$ cat src/rtl/multicycle_ctrl.sv
// rtl/multicycle_ctrl.sv - main control FSM for the multi-cycle RV32I core
// Sequences fetch/decode/exec/mem/wb, arbitrates the memory port, counts retires, traps on faults.
module multicycle_ctrl #(
   parameter int MEM_TIMEOUT = 16,
   parameter int COUNT_W     = 32
) (
   input  logic               clk,
   input  logic               nReset,
   input  logic               run,
   input  logic [4:0]         opcode,
   input  logic               branchTaken,
   input  logic               memAck,
   output logic               memReq,
   output logic               memWe,
   output logic               memAddrSel,
   output logic               irWrite,
   output logic               regWrite,
   output logic [1:0]         wbSel,
   output logic               pcWrite,
   output logic [1:0]         pcSrc,
   output logic               retire,
   output logic [COUNT_W-1:0] instret,
   output logic               illegal,
   output logic               busErr,
   output logic               halted
);

   localparam logic [4:0] OP_LUI    = 5'b01101;
   localparam logic [4:0] OP_AUIPC  = 5'b00101;
   localparam logic [4:0] OP_IMM    = 5'b00100;
   localparam logic [4:0] OP_OP     = 5'b01100;
   localparam logic [4:0] OP_LOAD   = 5'b00000;
   localparam logic [4:0] OP_STORE  = 5'b01000;
   localparam logic [4:0] OP_JAL    = 5'b11011;
   localparam logic [4:0] OP_JALR   = 5'b11001;
   localparam logic [4:0] OP_BRANCH = 5'b11000;

   localparam logic [7:0] TO_LAST = 8'(MEM_TIMEOUT - 1);

   typedef enum logic [2:0] {
      S_IDLE,
      S_FETCH,
      S_DECODE,
      S_EXEC,
      S_MEM,
      S_WB,
      S_TRAP
   } state_t;

   state_t     state;
   logic [7:0] wait_cnt;
   logic [4:0] lat_op;

   function automatic logic is_legal(input logic [4:0] op);
      case (op)
         OP_LUI, OP_AUIPC, OP_IMM, OP_OP, OP_LOAD,
         OP_STORE, OP_JAL, OP_JALR, OP_BRANCH: is_legal = 1'b1;
         default:                              is_legal = 1'b0;
      endcase
   endfunction

   always_ff @(posedge clk) begin
      if (!nReset) begin
         state    <= S_IDLE;
         wait_cnt <= '0;
         lat_op   <= '0;
         instret  <= '0;
         illegal  <= 1'b0;
         busErr   <= 1'b0;
      end else begin
         if (retire)
            instret <= instret + 1'b1;
         case (state)
            S_IDLE: begin
               if (run) begin
                  state    <= S_FETCH;
                  wait_cnt <= '0;
               end
            end
            S_FETCH: begin
               if (memAck)
                  state <= S_DECODE;
               else if (wait_cnt == TO_LAST) begin
                  state  <= S_TRAP;
                  busErr <= 1'b1;
               end else
                  wait_cnt <= wait_cnt + 1'b1;
            end
            S_DECODE: begin
               lat_op <= opcode;
               if (is_legal(opcode))
                  state <= S_EXEC;
               else begin
                  state   <= S_TRAP;
                  illegal <= 1'b1;
               end
            end
            S_EXEC: begin
               wait_cnt <= '0;
               if (lat_op == OP_LOAD || lat_op == OP_STORE)
                  state <= S_MEM;
               else if (lat_op == OP_BRANCH)
                  state <= S_FETCH;
               else
                  state <= S_WB;
            end
            S_MEM: begin
               if (memAck) begin
                  wait_cnt <= '0;
                  state    <= (lat_op == OP_STORE) ? S_FETCH : S_WB;
               end else if (wait_cnt == TO_LAST) begin
                  state  <= S_TRAP;
                  busErr <= 1'b1;
               end else
                  wait_cnt <= wait_cnt + 1'b1;
            end
            S_WB: begin
               state    <= S_FETCH;
               wait_cnt <= '0;
            end
            default: state <= S_TRAP;
         endcase
      end
   end

   // Strobes decode from the registered state; only the memAck handshake and
   // the branch compare are allowed to act within the same cycle.
   always_comb begin
      memReq     = 1'b0;
      memWe      = 1'b0;
      memAddrSel = 1'b0;
      irWrite    = 1'b0;
      regWrite   = 1'b0;
      wbSel      = 2'b00;
      pcWrite    = 1'b0;
      pcSrc      = 2'b00;
      retire     = 1'b0;
      halted     = 1'b0;
      case (state)
         S_FETCH: begin
            memReq  = 1'b1;
            irWrite = memAck;
         end
         S_EXEC: begin
            if (lat_op == OP_BRANCH) begin
               pcWrite = 1'b1;
               pcSrc   = branchTaken ? 2'b01 : 2'b00;
               retire  = 1'b1;
            end
         end
         S_MEM: begin
            memReq     = 1'b1;
            memAddrSel = 1'b1;
            memWe      = (lat_op == OP_STORE);
            if (memAck && lat_op == OP_STORE) begin
               pcWrite = 1'b1;
               retire  = 1'b1;
            end
         end
         S_WB: begin
            regWrite = 1'b1;
            retire   = 1'b1;
            pcWrite  = 1'b1;
            if (lat_op == OP_LOAD)
               wbSel = 2'b01;
            else if (lat_op == OP_JAL || lat_op == OP_JALR)
               wbSel = 2'b10;
            if (lat_op == OP_JAL)
               pcSrc = 2'b01;
            else if (lat_op == OP_JALR)
               pcSrc = 2'b10;
         end
         S_TRAP: halted = 1'b1;
         default: ;
      endcase
   end

endmodule

$ cat config.mk
export PLATFORM = sky130hd
export DESIGN_NAME = multicycle_ctrl
export DESIGN_NICKNAME = d
export VERILOG_FILES = /design/src/rtl/multicycle_ctrl.sv
export SDC_FILE = /design/constraint.sdc
export NUM_CORES = 1
export LEC_CHECK = 0
export BUFFER_PORTS_ARGS = -buffer_cell sky130_fd_sc_hd__buf_2
export CORE_MARGIN = 4
export CORE_UTILIZATION = 30
export DETAILED_ROUTE_END_ITERATION = 7
export GPL_TIMING_DRIVEN = 0
export SLEW_MARGIN = 25
export SYNTH_ARGS = -nofsm -noshare
export SYNTH_HDL_FRONTEND = slang
export SYNTH_SLANG_ARGS = --single-unit
export TNS_END_PERCENT = 100
$ cat constraint.sdc
create_clock -name clk -period 2.27 [get_ports clk]
set_clock_uncertainty 0.05 [all_clocks]
set_input_delay 0.1135 -clock clk [delete_from_list [all_inputs] [get_ports clk]]
set_output_delay 0.1135 -clock clk [all_outputs]
set_load 0.01 [all_outputs]
==> flow_metrics.tcl, run 1 <==
set metrics [dict create \
    stdcell_count 498 \
    critPathCaptureType "flop" \
    critPathKind "flop to flop" \
    drt_iter0_drc 104 \
    status "completed" \
    grt_max_degree 15 \
    row_count 34 \
    min_from "opcode[3]" \
    cts_buffer_depth 2 \
    timing.rr.start "lat_op[2]" \
    start_util_pct 30.87 \
    final_common_cell "buf_2" \
    fin_crit_sh_pct 94.03 \
    max-cap-violations 0 \
    place_inst 489 \
    synth_area_um2 2705 \
    antenna_found_initial 0 \
    worst_hold_path_type "primary input to flop" \
    worst_pin_slew_ns 0.6727 \
    htree_num_levels 2 \
    path_buf_inv 1 \
    num_vias 2618 \
    ir_drop_mv 0.2205 \
    place_ws_ns -0.1235 \
    grt-ovfl-total 0 \
    finalHoldViolCount 0 \
    multi_input_area_um2 1653 \
    worst_hold_slack_ns 0.01487 \
    cts_tree "built" \
    dieWidth_um 103.0 \
    final_cell_mix "57 x buf_2, 50 x dfxtp_1, 37 x nor2_1, 27 x a21oi_1, 19 x nand2_1" \
    synth-seq-area-share_pct 37.00 \
    grt_setup_unrepaired "no" \
    die_h_um 103.0 \
    cp_cell_sequence "nand2b_1 -> o41ai_4 -> o211ai_1 -> clkbuf_2 -> or3_1 -> a21oi_1" \
    firstDrtPassIters 4 \
    power.density_nw_per_um2 515.3 \
    start_kind "flop" \
    async_flop_share_pct 0 \
    grtUsageTotal_pct 14.40 \
    cpPeakStageDelay_ns 0.49 \
    crit_required_ns 2.45 \
    hpwl_mm 5.235 \
    ys_warn_count 0 \
    hold_depth 3 \
    cts_root_buffer "clkbuf_8" \
    design.core.area_um2 8763 \
    vias_per_cell 5.257 \
    numCtsBuffers 5 \
    drc 0 \
    worstSkewPairLatency_ns 0.31 \
    wirelength_mm 7.142 \
    rrSetupSlack_ns 0.14 \
    synth_fp_nets 338 \
    cts.sinks 50 \
    regArea_um2 1001 \
    cp.arrival_ns 2.31 \
    num-fill-cells 929 \
    synth_area_per_cell_um2 8.298 \
    holdPathEnd "lat_op[3]" \
    cts_hold_buf 0 \
    ant_nets 0 \
    reg2reg_depth 6 \
    syn_inst 326 \
    worst_slack_ns 0.1355 \
    nNetsFinal 402 \
    antenna_cells 0 \
    clkSlewWorstSetupHoldPaths_ns 0.09 \
    netlist-cell-type-count 51 \
    wl_per_cell_um 14.34 \
    port_buffers 55 \
    area_growth_pct 22.06 \
    relSlewSlack_pct 54.86 \
    crit_path_top_delay_cell "o41ai_4" \
    ys_ff_latch 50 \
    cp_top_family "compound AO/OA/AOI/OAI gates" \
    die_area_um2 10600 \
    synth_edf_count 0 \
    period_minus_slack_ns 2.134 \
    setup_viol 0 \
    gp_congestion 0.8181 \
    maxSlewViolCount 0 \
    critPathMaxFanout 10 \
    fmax_mhz 468.5 \
    io_pins 56 \
    grt_pass1_vias 2595 \
    worstReg2RegEnd "instret[12]" \
    layout-drive-gt1-share_pct 22.31 \
    ys.flop_type "dfxtp_1" \
    p_leak_uw 0.001309 \
    grt_pass1_wl_mm 12.16 \
]
## synthesized netlist by cell type (3+ instances only)
library cell	n	area (um2)
nor2b_1	5	31.28
a31oi_1	5	31.28
or3_1	11	68.82
and3_1	10	62.56
nor3_1	7	35.03
or4_1	3	22.52
nand4_1	7	43.79
and2_1	3	18.77
nand3_1	18	90.09
mux2i_1	7	70.07
and4_1	9	78.83
o31ai_1	4	30.03
nor2_1	37	138.9
a21oi_1	27	135.1
clkbuf_1	11	41.29
a31o_2	3	26.28
inv_1	7	26.28
nand3b_1	3	22.52
dfxtp_1	50	1001
a2111oi_4	3	82.58
nand2b_1	9	56.30
o21ai_0	18	90.09
xor2_1	3	26.28
nand2_1	19	71.32
xnor2_1	11	96.34
a211oi_1	5	37.54
## power by group
| part | total (uW) | internal [uW] | switching (uW) |
|---|---|---|---|
| sequential | 899 | 886 | 12.6 |
| combinational | 149 | 51.6 | 97.3 |
| clock | 654 | 353 | 300 |
## repair_timing
item                                   4_1_cts  5_1_grt
pin swaps                                    0        4
resized for setup                            4        9
endpoints found under the hold margin        0        0
setup buffers                                0        3
setup endpoints to repair                   21       23
## worst max path at each step
stage	from	depth (start not counted)	end
global route	lat_op[4]	6	retire
floorplan	instret[3]	6	instret[29]
CTS	state[2]	7	retire
detailed placement	lat_op[1]	6	instret[12]
finish	lat_op[2]	6	instret[12]
global placement	lat_op[1]	6	instret[16]
## layout make-up
class                   count  share of cell area, %
well taps                 108                  4.092
plain buffers              15                  2.198
clock inverters             1                 0.9094
inverters                   8                 0.9094
repair buffers             58                  9.019
flip-flops and latches     50                  30.31
clock buffers               6                  2.501
multi-input cells         252                  50.06
## stage by stage
step	total power, uW	utilization [%]	TNS [ns]	instance area, um2
final	1701	37.68	0	3302
after floorplan	1013	-	0	2705
after detailed placement	1063	35.55	-0.7418	3115
after global placement	1060	35.55	-0.4988	3115
after CTS	1724	37.14	-0.03431	3254
after global routing	1787	37.68	0	3302
## logic make-up (layout without fill, tap and decap cells)
logic type               count (synthesis)  in the layout  synth area share, %
XOR/XNOR                                14             14                4.533
adder cells (fa/ha/maj)                  2              2               0.9249
flip-flops                              50             50                37.00
multiplexers                             7              7                2.590
buffers and inverters                   24             88                3.839
AO/OA/AOI/OAI                           80             80                21.32
AND/OR/NAND/NOR                        149            149                29.79
## tightest hold or removal path, delay by kind of cell
| family | cells | cell delay [ns] |
|---|---|---|
| and+or+nand+nor | 1 | 0.07 |
| buffers and inverters | 1 | 0.09 |
| muxes | 1 | 0.06 |
## state kept, by name (all words and copies together), names as in the netlist
signal,count
illegal,1
wait_cnt,8
lat_op,5
state,3
instret,32
busErr,1
## routing by layer
metal  track usage, %  wire [um]  share of wire [%]  vias to the layer above
met5                0          0                  0                        -
li1                 -          -                  -                     1317
met2            23.04       3321                 46                       70
met4            4.980         49               0.69                        0
met3            3.654        434                6.1                        4
met1            18.83       3337                 47                     1227
(Power assumes the default switching activity.)
==> inputs of run 2 (changes only) <==
--- a/config.mk
+++ b/config.mk
@@ -6,10 +6,13 @@
 export NUM_CORES = 1
 export LEC_CHECK = 0
 export BUFFER_PORTS_ARGS = -buffer_cell sky130_fd_sc_hd__buf_2
+export CELL_PAD_IN_SITES_DETAIL_PLACEMENT = 0
+export CELL_PAD_IN_SITES_GLOBAL_PLACEMENT = 1
 export CORE_MARGIN = 4
 export CORE_UTILIZATION = 30
 export DETAILED_ROUTE_END_ITERATION = 7
 export GPL_TIMING_DRIVEN = 0
+export PLACE_DENSITY_LB_ADDON = 0.1
 export SLEW_MARGIN = 25
 export SYNTH_ARGS = -nofsm -noshare
 export SYNTH_HDL_FRONTEND = slang
==> run 2 against run 1 <==
Compared with the run above:
- die area unchanged
- worst setup slack worse by 0.023 ns
- via count down 2.1%
- combinational power about the same
- cell area down 0.23%
- non-clock buffer count unchanged
- largest cell class unchanged
- highest routed layer unchanged
==> flow_metrics.tcl, run 2 (synthesis gave the netlist of run 1 again) <==
set metrics [dict create \
    crit_required_ns 2.11 \
    dieWidth_um 103.0 \
    worst_slack_ns 0.1124 \
    io_pins 56 \
    place_ws_ns -0.1082 \
    critPathKind "flop to primary output" \
    cts_tree "built" \
    fin_util_pct 37.59 \
    antenna_cells 0 \
    worst_hold_path_type "primary input to flop" \
    worst_pin_slew_ns 0.6554 \
    start_util_pct 30.87 \
    grt_pass1_vias 2359 \
    worstSkewPairLatency_ns 0.31 \
    critPathCaptureType "primary output" \
    power.density_nw_per_um2 514.5 \
    port_buffers 55 \
    row_count 34 \
    stdcell_count 499 \
    grt_max_degree 16 \
    ant_nets 0 \
    final_common_cell "buf_2" \
    p_leak_uw 0.001303 \
    place_inst 489 \
    hpwl_mm 5.463 \
    grt_setup_unrepaired "no" \
    fmax_mhz 463.5 \
    fin_area_um2 3294 \
    area_growth_pct 21.79 \
    reg.largest.list "instret x32, wait_cnt x8, lat_op x5" \
    grt_pass1_wl_mm 11.96 \
    max-cap-violations 0 \
    period_minus_slack_ns 2.158 \
    multi_input_area_um2 1648 \
    drt_iter0_drc 87 \
    timing.rr.start "lat_op[4]" \
    placed_area_um2 3115 \
    num-fill-cells 918 \
    critPathMaxFanout 10 \
    grtUsageTotal_pct 14.26 \
    layout-drive-gt1-share_pct 22.25 \
    maxSlewViolCount 0 \
    num_vias 2562 \
    numCtsBuffers 5 \
    firstDrtPassIters 4 \
    vias_per_cell 5.134 \
    regArea_um2 1001 \
    die_h_um 103.0 \
    cp-startpoint "lat_op[4]" \
    gp_congestion 0.7728 \
    finalHoldViolCount 0 \
    htree_num_levels 2 \
    clkSlewWorstSetupHoldPaths_ns 0.09 \
    wl_per_cell_um 14.79 \
    drc 0 \
    worst_hold_slack_ns 0.009119 \
    cts.sinks 50 \
    largest_register "instret" \
    cts_root_buffer "clkbuf_8" \
    relSlewSlack_pct 56.31 \
    die_area_um2 10600 \
    largest_reg_flops 32 \
    cts_hold_buf 0 \
    nNetsFinal 402 \
    ir_drop_mv 0.2399 \
    status "completed" \
    final_cell_mix "57 x buf_2, 50 x dfxtp_1, 37 x nor2_1, 27 x a21oi_1, 19 x nand2_1" \
    wirelength_mm 7.381 \
    min_from "opcode[1]" \
    grt-ovfl-total 0 \
    antenna_found_initial 0 \
    start_kind "flop" \
    cp.arrival_ns 1.99 \
    setup_viol 0 \
    fin_crit_sh_pct 95.05 \
    design.core.area_um2 8763 \
    cts_buffer_depth 2 \
]
## run 2: cell types whose count changed in the layout (fill, tap and decap cells not counted), sizes merged
cell	delta
clkinvlp	+1
## run 2: path summary, 6_finish.rpt
kind	end	slack (ns)	depth (start not counted)
worst min-delay path	lat_op[1]	0.009	3
worst max register to register	instret[29]	0.15	7
worst max-delay path	retire	0.11	6
worst min register to register	busErr	0.42	2
## run 2: power by group
part / leakage, uW / internal, uW / total [uW] / switching (uW)
combinational: 0.000848 / 51.3 / 149 / 97.5
clock: 0.0000514 / 330 / 647 / 318
sequential: 0.000403 / 886 / 899 / 12.7
## run 2: cell type report
type / count / share of cell area [%]
multi-input combinational: 252 / 50.02
sequential: 50 / 30.38
timing repair buffer: 58 / 9.039
tap: 108 / 4.102
clock buffer: 6 / 2.203
buffer: 15 / 2.203
clock inverter: 2 / 1.139
inverter: 8 / 0.9115
## run 2: worst max-delay path, stage by stage (launching register included)
cell and delay [ns]:
dfxtp_1 0.46, nand2_1 0.16, o41a_1 0.47, buf_6 0.18, nand2_1 0.17, buf_4 0.13, buf_2 0.11
## run 2: stage by stage
| stage | setup TNS (ns) | total power (uW) |
|---|---|---|
| finish | 0 | 1695 |
| floorplan | 0 | 1013 |
| CTS | -0.3971 | 1719 |
| global placement | -0.3603 | 1066 |
| detailed placement | -0.4029 | 1064 |
| global route | 0 | 1775 |
## run 2: metal layers
layer | global-route usage (%) | wire length [um] | part of all wire [%]
met4 | 3.586 | 80 | 1.1
met5 | 0 | 0 | 0
met2 | 22.40 | 3291 | 45
met1 | 20.08 | 3723 | 50
met3 | 2.774 | 286 | 3.9
## run 2: repair_timing
action,4_1_cts,5_1_grt
buffers inserted,0,3
pin swaps,1,5
endpoints found under the setup margin,14,26
gates resized for setup,2,10
endpoints found under the hold margin,0,0
==> inputs of run 3 (changes only) <==
--- a/config.mk
+++ b/config.mk
@@ -9,10 +9,11 @@
 export CELL_PAD_IN_SITES_DETAIL_PLACEMENT = 0
 export CELL_PAD_IN_SITES_GLOBAL_PLACEMENT = 1
 export CORE_MARGIN = 4
-export CORE_UTILIZATION = 30
+export CORE_UTILIZATION = 40
 export DETAILED_ROUTE_END_ITERATION = 7
 export GPL_TIMING_DRIVEN = 0
 export PLACE_DENSITY_LB_ADDON = 0.1
+export SETUP_SLACK_MARGIN = 0.2
 export SLEW_MARGIN = 25
 export SYNTH_ARGS = -nofsm -noshare
 export SYNTH_HDL_FRONTEND = slang
==> run 3 against run 2 <==
Compared with the run above:
- flip-flop and latch count stayed put
- largest cell class unchanged
- sequential share of layout area is 0.40 points lower
- cell count is 4.4% lower
- combinational power is 12% higher
- largest power group unchanged
- wire length is 4.5% lower
- power is 5.1% lower
- first-iteration DRC count is 28% higher
- critical endpoint unchanged
- critical path type unchanged
- sequential power hardly changed
- worst setup slack better by 0.14 ns
- fmax is 6.9% higher
- highest routed layer unchanged
==> flow_metrics.tcl, run 3 (synthesis gave the netlist of run 1 again) <==
set metrics [dict create \
    status "completed" \
    die_area_um2 8142 \
    htree_num_levels 2 \
    ir_drop_mv 0.2311 \
    pwr-share-comb_pct 10.4 \
    fmax_mhz 495.3 \
    antenna_cells 0 \
    p_switching_uw 408.2 \
    grt_pass1_vias 2347 \
    fin_crit_sh_pct 88.93 \
    reg2reg_depth 7 \
    critPathKind "flop to primary output" \
    critPathCaptureType "primary output" \
    place_ws_ns -0.08956 \
    maxSlewViolCount 0 \
    ant_nets 0 \
    relSlewSlack_pct 57.70 \
    seqPwrFrac_pct 55.9 \
    grt_max_degree 15 \
    reg.largest.list "instret x32, wait_cnt x8, lat_op x5" \
    cp_top_family "buffers and inverters" \
    final_common_cell "buf_2" \
    grt-ovfl-total 0 \
    fin_tns_setup_ns 0 \
    worst_slack_ns 0.2512 \
    cp.depth 7 \
    num_vias 2645 \
    nNetsFinal 411 \
    hpwl_mm 5.030 \
    numCtsBuffers 5 \
    timing.rr.start "lat_op[1]" \
    p_total_uw 1608 \
    wl_per_cell_um 14.78 \
    largest_reg_flops 32 \
    start_kind "flop" \
    vias_per_cell 5.545 \
    crit_required_ns 2.11 \
    p_sw_share_pct 25.39 \
    p_leak_uw 0.001346 \
    finalHoldViolCount 0 \
    power.density_nw_per_um2 474.6 \
    design.core.area_um2 6459 \
    area_growth_pct 25.25 \
    cp.arrival_ns 1.86 \
    grt_setup_unrepaired "yes" \
    start_util_pct 41.88 \
    cts_tree "built" \
    drc 0 \
    min_from "opcode[3]" \
    firstDrtPassIters 4 \
    io_pins 56 \
    cts_root_buffer "clkbuf_8" \
    rrSetupSlack_ns 0.25 \
    path_buf_inv 4 \
    port_buffers 55 \
    critPathMaxFanout 10 \
    period_minus_slack_ns 2.019 \
    die_h_um 90.24 \
    final_cell_mix "58 x buf_2, 44 x dfxtp_1, 37 x nor2_1, 25 x a21oi_1, 18 x nand2_1" \
    clock_power_share_pct 33.7 \
    cts_buffer_depth 2 \
    row_count 29 \
    stdcell_count 477 \
    holdPathEnd "lat_op[3]" \
    worstReg2RegEnd "instret[20]" \
    worstSkewPairLatency_ns 0.30 \
    grt_pass1_wl_mm 11.54 \
    worst_pin_slew_ns 0.6263 \
    cpPeakStageDelay_ns 0.44 \
    dieWidth_um 90.24 \
    p_int_uw 1200 \
    max-cap-violations 0 \
    clkSlewWorstSetupHoldPaths_ns 0.09 \
    worst_hold_path_type "primary input to flop" \
    crit_path_top_delay_cell "o41a_1" \
    hold_depth 3 \
    layout-drive-gt1-share_pct 27.75 \
    wirelength_mm 7.050 \
    num-fill-cells 646 \
    cp_cell_sequence "nand2b_4 -> buf_8 -> o41a_1 -> buf_6 -> nand2_2 -> buf_4 -> buf_2" \
    antenna_found_initial 0 \
    largest_register "instret" \
    cts.sinks 50 \
    setup_viol 0 \
    drt_iter0_drc 111 \
    gp_congestion 0.8176 \
    grtUsageTotal_pct 17.02 \
    place_inst 458 \
]
## run 3: changes by cell type in the layout (fill, tap and decap cells not counted), moves of 2 or more
cell	delta
buf_4	+6
dfxtp_2	+3
dfxtp_4	+3
nand2b_4	+2
a21oi_2	+2
o21ai_0	-2
dfxtp_1	-6
buf_6	+2
a21oi_1	-2
## run 3: per-stage QoR
stage,instance area [um2],util (%),hold WS (ns)
after floorplan,2705,-,0.2021
after global placement,3077,47.64,0.3133
after detailed placement,3077,47.64,0.3165
after CTS,3292,50.97,0.003379
after global routing,3388,52.46,0.01145
final,3388,52.46,0.009538
## run 3: worst max-delay path by stage
stage	start	to	slack [ns]
finish	state[2]	retire	0.25
global route	state[2]	retire	0.15
CTS	lat_op[0]	instret[29]	0.21
detailed placement	instret[3]	instret[29]	-0.09
global placement	lat_op[1]	instret[16]	-0.06
floorplan	instret[3]	instret[29]	0.25
## run 3: layer usage
layer	vias to the layer above	track usage [%]	wire, um
met1	1251	22.86	3488
met4	0	4.209	71
li1	1344	-	-
met2	44	27.69	3230
met5	-	0	0
met3	6	3.840	260
## run 3: power groups by stage
stage / combinational, uW / sequential [uW] / clock, uW
floorplan: 97.4 / 915 / 0
global placement: 145 / 918 / 0
detailed placement: 145 / 918 / 0
CTS: 155 / 899 / 567
global route: 186 / 903 / 594
finish: 167 / 899 / 542
## run 3: timing repair
| action | CTS | global route |
|---|---|---|
| setup endpoints to repair | 32 | 25 |
| setup buffers | 5 | 4 |
| gates resized for setup | 22 | 23 |
| pin swaps | 6 | 17 |
| cloned | 1 | 1 |
| hold buffers | 0 | 0 |
## run 3: worst min-delay path: stages
cell and delay [ns]:
buf_2 0.09, mux2i_1 0.06, nor2_1 0.07
## run 3: layout make-up
type | count | area [um2] | area share [%]
Tap cell | 77 | 96.34 | 2.843
Clock inverter | 1 | 5.005 | 0.1477
Buffer | 16 | 91.34 | 2.696
Inverter | 8 | 30.03 | 0.8863
Timing Repair Buffer | 66 | 362.8 | 10.71
Multi-Input combinational cell | 252 | 1700 | 50.18
Clock buffer | 7 | 86.33 | 2.548
Sequential cell | 50 | 1016 | 29.99
